<file path="src/rtl/seg_scan_ctrl_pkg.sv">
// Shared constants and types for the multiplexed 7-segment scan controller.
package seg_scan_ctrl_pkg;

    localparam logic [6:0] SEG_BLANK = 7'h7F;

    typedef enum logic {
        BLANK = 1'b0,
        DRIVE = 1'b1
    } slot_e;

    // Clamped $clog2 so single-digit or tiny-divider builds still get a 1-bit counter.
    function automatic int unsigned width_of(input int unsigned n);
        return (n > 1) ? $clog2(n) : 1;
    endfunction

endpackage

</file>
<file path="src/rtl/seg_scan_ctrl_hex2sev_segm.sv">
// Hex nibble to active-low 7-segment pattern, bit order {g,f,e,d,c,b,a}.
module hex2sev_segm
    import seg_scan_ctrl_pkg::*;
(
    input  logic [3:0] hex,
    output logic [6:0] segm
);

    always_comb begin
        segm = SEG_BLANK;
        case (hex)
            4'h0: segm = 7'b1000000;
            4'h1: segm = 7'b1111001;
            4'h2: segm = 7'b0100100;
            4'h3: segm = 7'b0110000;
            4'h4: segm = 7'b0011001;
            4'h5: segm = 7'b0010010;
            4'h6: segm = 7'b0000010;
            4'h7: segm = 7'b1111000;
            4'h8: segm = 7'b0000000;
            4'h9: segm = 7'b0010000;
            4'ha: segm = 7'b0001000;
            4'hb: segm = 7'b0000011;
            4'hc: segm = 7'b1000110;
            4'hd: segm = 7'b0100001;
            4'he: segm = 7'b0000110;
            4'hf: segm = 7'b0001110;
            default: segm = SEG_BLANK;
        endcase
    end

endmodule

</file>
<file path="src/rtl/seg_scan_ctrl.sv">
// Time-multiplexed scan controller for an N-digit common-anode 7-segment display,
// with per-slot blanking and frame-synchronised display updates.
module seg_scan_ctrl #(
    parameter int unsigned NUM_DIGITS = 4,
    parameter int unsigned DIV        = 50000,
    parameter int unsigned BLANK_CYC  = 16
) (
    input  logic                    clk,
    input  logic                    rst,
    input  logic [4*NUM_DIGITS-1:0] in_data,
    input  logic                    in_valid,
    output logic                    in_ready,
    input  logic [NUM_DIGITS-1:0]   dig_en,
    input  logic                    lz_blank,
    output logic [NUM_DIGITS-1:0]   an_n,
    output logic [6:0]              segm,
    output logic                    frame_done
);

    import seg_scan_ctrl_pkg::*;

    localparam int unsigned IDX_W = width_of(NUM_DIGITS);
    localparam int unsigned CNT_W = width_of(DIV);
    localparam int unsigned DW    = 4 * NUM_DIGITS;

    localparam logic [CNT_W-1:0] CNT_MAX   = CNT_W'(DIV - 1);
    localparam logic [CNT_W-1:0] BLANK_END = CNT_W'(BLANK_CYC - 1);
    localparam logic [IDX_W-1:0] IDX_MAX   = IDX_W'(NUM_DIGITS - 1);

    logic [CNT_W-1:0]      cnt_q, cnt_d;
    logic [IDX_W-1:0]      idx_q, idx_d;
    slot_e                 slot_q, slot_d;
    logic [DW-1:0]         disp_q, disp_d;
    logic [DW-1:0]         pend_q, pend_d;
    logic                  pend_full_q, pend_full_d;
    logic [NUM_DIGITS-1:0] an_n_q, an_n_d;
    logic [6:0]            segm_q, segm_d;
    logic                  frame_done_q;

    logic       wrap;
    logic       frame_end;
    logic [3:0] nib;
    logic       tail_zero;
    logic       dark;
    logic [6:0] dec_segm;

    assign wrap      = (cnt_q == CNT_MAX);
    assign frame_end = wrap && (idx_q == IDX_MAX);

    // Prescaler, digit rotation and slot FSM.
    always_comb begin
        cnt_d  = wrap ? '0 : cnt_q + 1'b1;
        idx_d  = idx_q;
        slot_d = slot_q;
        if (wrap) begin
            idx_d = (idx_q == IDX_MAX) ? '0 : idx_q + 1'b1;
        end
        unique case (slot_q)
            BLANK:   if (cnt_q == BLANK_END) slot_d = DRIVE;
            DRIVE:   if (wrap) slot_d = BLANK;
            default: slot_d = BLANK;
        endcase
    end

    // Single-entry pending buffer; commit and capture are exclusive because
    // in_ready is low whenever the buffer is full.
    always_comb begin
        disp_d      = disp_q;
        pend_d      = pend_q;
        pend_full_d = pend_full_q;
        if (frame_end && pend_full_q) begin
            disp_d      = pend_q;
            pend_full_d = 1'b0;
        end else if (in_valid && !pend_full_q) begin
            pend_d      = in_data;
            pend_full_d = 1'b1;
        end
    end

    // Digit mux plus "this digit and everything above it is zero" for leading-zero blanking.
    always_comb begin
        nib       = 4'h0;
        tail_zero = 1'b1;
        for (int k = 0; k < int'(NUM_DIGITS); k++) begin
            if (idx_q == IDX_W'(k)) nib = disp_q[4*k +: 4];
            if (IDX_W'(k) >= idx_q && disp_q[4*k +: 4] != 4'h0) tail_zero = 1'b0;
        end
    end

    assign dark = !dig_en[idx_q] || (lz_blank && (idx_q != '0) && tail_zero);

    hex2sev_segm u_dec (
        .hex  (nib),
        .segm (dec_segm)
    );

    always_comb begin
        an_n_d = '1;
        segm_d = SEG_BLANK;
        if (slot_q == DRIVE && !dark) begin
            an_n_d[idx_q] = 1'b0;
            segm_d        = dec_segm;
        end
    end

    always_ff @(posedge clk or posedge rst) begin
        if (rst) begin
            cnt_q        <= '0;
            idx_q        <= '0;
            slot_q       <= BLANK;
            disp_q       <= '0;
            pend_q       <= '0;
            pend_full_q  <= 1'b0;
            an_n_q       <= '1;
            segm_q       <= SEG_BLANK;
            frame_done_q <= 1'b0;
        end else begin
            cnt_q        <= cnt_d;
            idx_q        <= idx_d;
            slot_q       <= slot_d;
            disp_q       <= disp_d;
            pend_q       <= pend_d;
            pend_full_q  <= pend_full_d;
            an_n_q       <= an_n_d;
            segm_q       <= segm_d;
            frame_done_q <= frame_end;
        end
    end

    assign in_ready   = ~pend_full_q;
    assign an_n       = an_n_q;
    assign segm       = segm_q;
    assign frame_done = frame_done_q;

endmodule
</file>
<file path="config.mk">
export PLATFORM = sky130hd
export DESIGN_NAME = seg_scan_ctrl
export DESIGN_NICKNAME = d
export VERILOG_FILES = /design/src/rtl/seg_scan_ctrl_pkg.sv /design/src/rtl/seg_scan_ctrl_hex2sev_segm.sv /design/src/rtl/seg_scan_ctrl.sv
export SDC_FILE = /design/constraint.sdc
export NUM_CORES = 1
export LEC_CHECK = 0
export BUFFER_PORTS_ARGS = -buffer_cell sky130_fd_sc_hd__buf_2
export CAP_MARGIN = 20
export CORE_MARGIN = 2
export CORE_UTILIZATION = 35
export DETAILED_ROUTE_END_ITERATION = 10
export PLACE_DENSITY = 0.57
export RECOVER_POWER = 100
export SLEW_MARGIN = 10
export SYNTH_ARGS = -nofsm -noshare
export SYNTH_HDL_FRONTEND = slang
export SYNTH_SLANG_ARGS = --single-unit
</file>
<file path="constraint.sdc">
create_clock -name clk -period 3.1 [get_ports clk]
set_input_delay 0.155 -clock clk [delete_from_list [all_inputs] [get_ports clk]]
set_output_delay 0.155 -clock clk [all_outputs]
set_load 0.05 [all_outputs]
</file>
==> Yosys cells after proc, flatten, opt, wreduce, memory -nomap -nowiden <==
Memory sizes are Yosys's and may differ from the RTL's.
Cells that the tools add are included.
{ "word_totals": {"regBits": 64, "mem_bits_rw": 0, "rom_bits": 112, "in_bits": 24, "mem_count": 1, "latchBits": 0} }
{ "mem_list": {"columns": ["memory", "depth", "word_bits", "read_ports", "rd_clocked_by_memory_dff", "write_ports", "line_no", "text"], "rows": [
  ["(no name shown)", 16, 7, 1, 0, 0, "seg_scan_ctrl_hex2sev_segm.sv:11", "case (hex)"]
]} }
{ "classes": {"n_div": 0, "bitwise": 4, "n_lt_le_gt_ge": 6, "eq_ne": 5, "mul": 0, "n_addsub": 2, "n_mux": 21, "reduce_logical": 23, "shifts": 0} }
{ "op_table": {"columns": ["op", "count"], "rows": [
  ["2-to-1 mux 4 bit", 5],
  ["adder 16 x 1 -> 16 bit (second input constant)", 1],
  ["equality test 16 bit (second input constant)", 1],
  ["equality test 16 x 4 -> 1 bit (second input constant)", 1],
  ["2-to-1 mux 16 bit", 1],
  ["nonzero test 4 bit", 4],
  ["logical AND 1 bit", 11],
  ["2-to-1 mux 1 bit", 10],
  ["2-to-1 mux 7 bit", 1],
  ["equality test 2 bit (second input constant)", 2],
  ["greater-or-equal comparator 1 x 2 -> 1 bit (first input constant)", 2],
  ["greater-or-equal comparator 2 bit (first input constant)", 2],
  ["NOT 4 bit", 1],
  ["nonzero test 2 bit", 2],
  ["logical NOT 1 bit", 3],
  ["< comparator 2 x 3 -> 1 bit (second input constant)", 1],
  ["NOT 1 bit", 3],
  ["adder 2 x 1 -> 2 bit (second input constant)", 1],
  ["binary-select mux 1 bit (select 2 bit)", 1],
  ["demux 1 bit (select 2 bit)", 1],
  ["equality test 2 x 1 -> 1 bit (second input constant)", 1],
  ["greater-or-equal comparator 2 x 1 -> 1 bit (second input constant)", 1],
  ["logical NOT 2 bit", 1],
  ["2-to-1 mux 2 bit", 1],
  ["other kinds (3)", 3]
]} }

==> Longest topological paths before layout <==
{ "depth": {"depth_word": 11, "depth_mapped": 11, "ltp_nobuf": 10} }

==> Modules after synthesis <==
Synthesis repeated with hierarchy kept, for this count alone.
{ "hier_totals": {"hier_cells": 254, "area_unflattened_um2": 3088.0} }
{ "modules_own_cells": {"columns": ["mod", "instances", "seq_area_each_um2", "cells_per_inst", "area_each_um2"], "rows": [
  ["seg_scan_ctrl", 1, 1615.3, 223, 2826.5],
  ["hex2sev_segm", 1, 0.0, 31, 261.5]
]} }

==> Worst setup path before layout <==
Ideal clock, no wire load.
{ "synth_timing": {"path_type": "reg2reg", "start": "reg idx_q[0]", "end": "reg segm_q[0] (netlist: segm[0])", "setup_time_ns": 0.101, "n_path_buf": 1, "t_arrival_ns": 2.693, "synth_period_minus_slack_ns": 2.793, "path_stages_with_launch": 9, "required_ns": 2.999, "path_slack_ns": 0.307, "path_cell_list": "dfrtp_1 ha_1 clkbuf_1 o311ai_0 inv_1 ha_1 or3_1 o21ai_0 o21ai_0"} }
{ "synth_via": {"elab_chain_cells": 11} }
{ "synth_lines": {"columns": ["item", "line_no", "text"], "rows": [
  ["from (decl)", "seg_scan_ctrl.sv:31", "logic [IDX_W-1:0] idx_q, idx_d;"],
  ["from (signal assigned)", "seg_scan_ctrl.sv:119", "idx_q <= idx_d;"],
  ["branches (longest 10 deep; another with memory (16 x 7 bit))", null, null],
  ["2-to-1 mux 7 bit (*)", "seg_scan_ctrl.sv:100", "if (slot_q == DRIVE && !dark) begin"],
  ["named net segm_d[0]", "seg_scan_ctrl.sv:37", "logic [6:0] segm_q, segm_d;"],
  ["to (signal assigned)", "seg_scan_ctrl.sv:125", "segm_q <= segm_d;"],
  ["to (decl)", "seg_scan_ctrl.sv:37", null]
]} }
Mark *: on every way through the listed nets, which the timed path passes. The select of a mux whose other input is x is not followed.
A chain may end at the register's enable or synchronous reset.

==> Final worst setup path <==
Same ends and word-level chain as after synthesis.

==> qor.csv <==
metric,value,unit
root_buffer,clkbuf_8,
initial_utilization,0.363,
power_density,470,mW/mm2
wire_per_inst,13.4,um
routed_wl,5380,um
io_pins,37,
ys_ff_latch,64,
die_h,96.8,um
skew,9.29,ps
numCtsBuffers,9,
crit_required,3330,ps
dpl_cell_area,0.00331,mm2
startpoint_type,register,
period_needed,2570,ps
drv_cap,0,
synth_edf_count,0,
end_kind,register,
cts.sinks,64,
rows,33,
critPathMaxFanout,13,
fin_util,0.415,
syn_area_per_cell,12.2,um2
setup.worst_path.class,register to register,
period_share,0.828,
drv_slew,0,
p_leak,1.55,nW
setup_viol,0,
clk_pin_slew,70,ps
fillers,835,
synthArstFlopShare,1.00,
syn_to_final_growth,14.1,%
syn_area,0.00302,mm2
syn_inst,247,
synth.net_count,283,
insertedDiodeCount,0,
yosysTopAreaCell,dfrtp_1,
grt_pass1_vias,1911,
max_freq,390,MHz
hold_path.class,primary input to register,
grt_max_degree,31,
place.gp.congestion,0.830,
holdWs,52.6,ps
place_hpwl,3960,um
hold_viol,0,
numPortBuffers,36,
grt-ovfl-total,0,
die_x,96.8,um
ys_seq_area_frac,0.535,
yosys-top-cells-count,"53 x dfrtp_1, 26 x nand2_1, 23 x mux2_2",
drtIter0Drc,68,
htree_num_levels,3,
synth_top_area_share,0.440,
synth_warnings,0,
vias_per_cell,4.92,
drive_above_1_share,0.266,
finalPower,1.62,mW
cts_tree,built,
synthTopCellsByArea,"dfrtp_1 44%, dfstp_2 9.6%, mux2_2 8.6%",
synth_most_common_cell,dfrtp_1,
tns,0,ps
finish.instance_area,0.00344,mm2
via_count,1978,
worst_pin_slew,1060,ps
first_pass_iters,4,
cts.path.max_buffers,2,
die_area,0.00938,mm2
clk_latency,330,ps
grt_pass1_wl,9290,um
run_status,"complete, no violations",
grt_antenna_before_repair,0,
critPathArrivalTime,2800,ps
nNetsFinal,328,
yosysUniqueCellTypes,45,
slew_headroom,0.293,
remaining_drc_errors,0,
yosys_most_used_dff,dfrtp_1,
grt_setup_unrepaired,no,
grt_usage,0.124,
cts_setup_buffers,0,
core,0.00830,mm2
ir_drop,216,uV
cts_resized,0,
detail-route-antenna-nets,0,
-- path summary, 6_finish.rpt --
check,from,to,slack [ps],depth (start not counted)
max in group asynchronous,rst,disp_q[15]$_DFFE_PP0P_,1230,4
worst min-delay path,in_valid,pend_full_q$_DFFE_PP0P_,50,2
worst max register to register,idx_q[0]$_DFFE_PP0N_,segm[0]$_DFF_PP1_,530,10
min in group asynchronous,rst,disp_q[2]$_DFFE_PP0P_,640,3
worst max-delay path,idx_q[0]$_DFFE_PP0N_,segm[0]$_DFF_PP1_,530,10
worst min register to register,slot_q$_DFF_PP0_,slot_q$_DFF_PP0_,480,1
-- stage by stage --
| stage | worst slack [ps] | instances |
|---|---|---|
| detailed placement | 545 | 385 |
| global placement | 524 | 385 |
| CTS | 521 | 402 |
| finish | 533 | 402 |
| global route | 304 | 402 |
| floorplan | 307 | 247 |
-- routing by layer --
| layer | track usage | wire (um) | share of wire |
|---|---|---|---|
| met3 | 0.0434 | 280 | 0.052 |
| met4 | 0.0520 | 91 | 0.017 |
| met2 | 0.174 | 2380 | 0.44 |
| met5 | 0 | 0 | 0 |
| met1 | 0.174 | 2630 | 0.49 |
-- registers in the layout, indices dropped and copies added (netlist names) --
name         count
pend_full_q      1
segm             7
cnt_q           16
idx_q            2
disp_q          16
slot_q           1
frame_done       1
an_n             4
pend_q          16
-- where the power goes --
part / switching [mW] / internal (mW)
clock network: 0.295 / 0.355
registers: 0.0142 / 0.871
logic: 0.0478 / 0.0364
total: 0.357 / 1.26
-- area by class of cell --
| cell class | instances | area [um2] | area share |
|---|---|---|---|
| Tap cell | 105 | 131 | 0.0382 |
| Timing Repair Buffer | 42 | 198 | 0.0574 |
| Clock buffer | 14 | 173 | 0.0501 |
| Sequential cell | 64 | 1620 | 0.469 |
| Clock inverter | 2 | 12.5 | 0.00363 |
| Inverter | 7 | 26.3 | 0.00763 |
| Multi-Input combinational cell | 168 | 1290 | 0.374 |
-- cells by family after synthesis --
family / count (synthesis) / share of synthesized area
xor+xnor: 13 / 0.0377
simple gates: 84 / 0.143
mux: 35 / 0.145
buf+inv: 15 / 0.0265
compound gates: 24 / 0.0626
fa+ha+maj: 12 / 0.0498
flops: 64 / 0.535
-- what timing repair did --
item | in CTS | in global routing
endpoints found under the hold margin | 17 | 0
endpoints found under the setup margin | 0 | 0
hold buffers | 1 | 0
-- cell usage in the layout, fill, tap and decap left out, types with 2 or more instances in the layout --
| cell type | count |
|---|---|
| o311ai_0 | 2 |
| nor2_1 | 14 |
| mux2i_1 | 2 |
| nand2_1 | 26 |
| dfrtp_1 | 53 |
| ha_1 | 12 |
| and3_1 | 2 |
| nor3b_1 | 3 |
| xor2_1 | 6 |
| a311o_1 | 2 |
| inv_1 | 7 |
| clkbuf_8 | 12 |
| clkbuf_1 | 18 |
| or4_1 | 2 |
| a221o_1 | 3 |
| buf_2 | 23 |
| o211ai_1 | 2 |
| o21ai_0 | 7 |
| nand3_1 | 11 |
| nor3_1 | 3 |
| nand3b_1 | 3 |
| nor4_1 | 5 |
| nand2b_1 | 3 |
| xnor2_1 | 7 |
| nor2b_1 | 5 |
| mux2_1 | 9 |
| dfstp_2 | 11 |
| mux2_2 | 23 |
-- worst max-delay path, cell delays in order, from the launching register on --
cell and delay, ps:
dfrtp_1 460, ha_1 390, nor2_1 320, o211ai_1 140
o311ai_0 110, buf_4 220, inv_1 70, ha_1 230
or3_1 360, o21ai_0 70, o21ai_0 100
No activity file was read; power rests on OpenSTA's default activity.
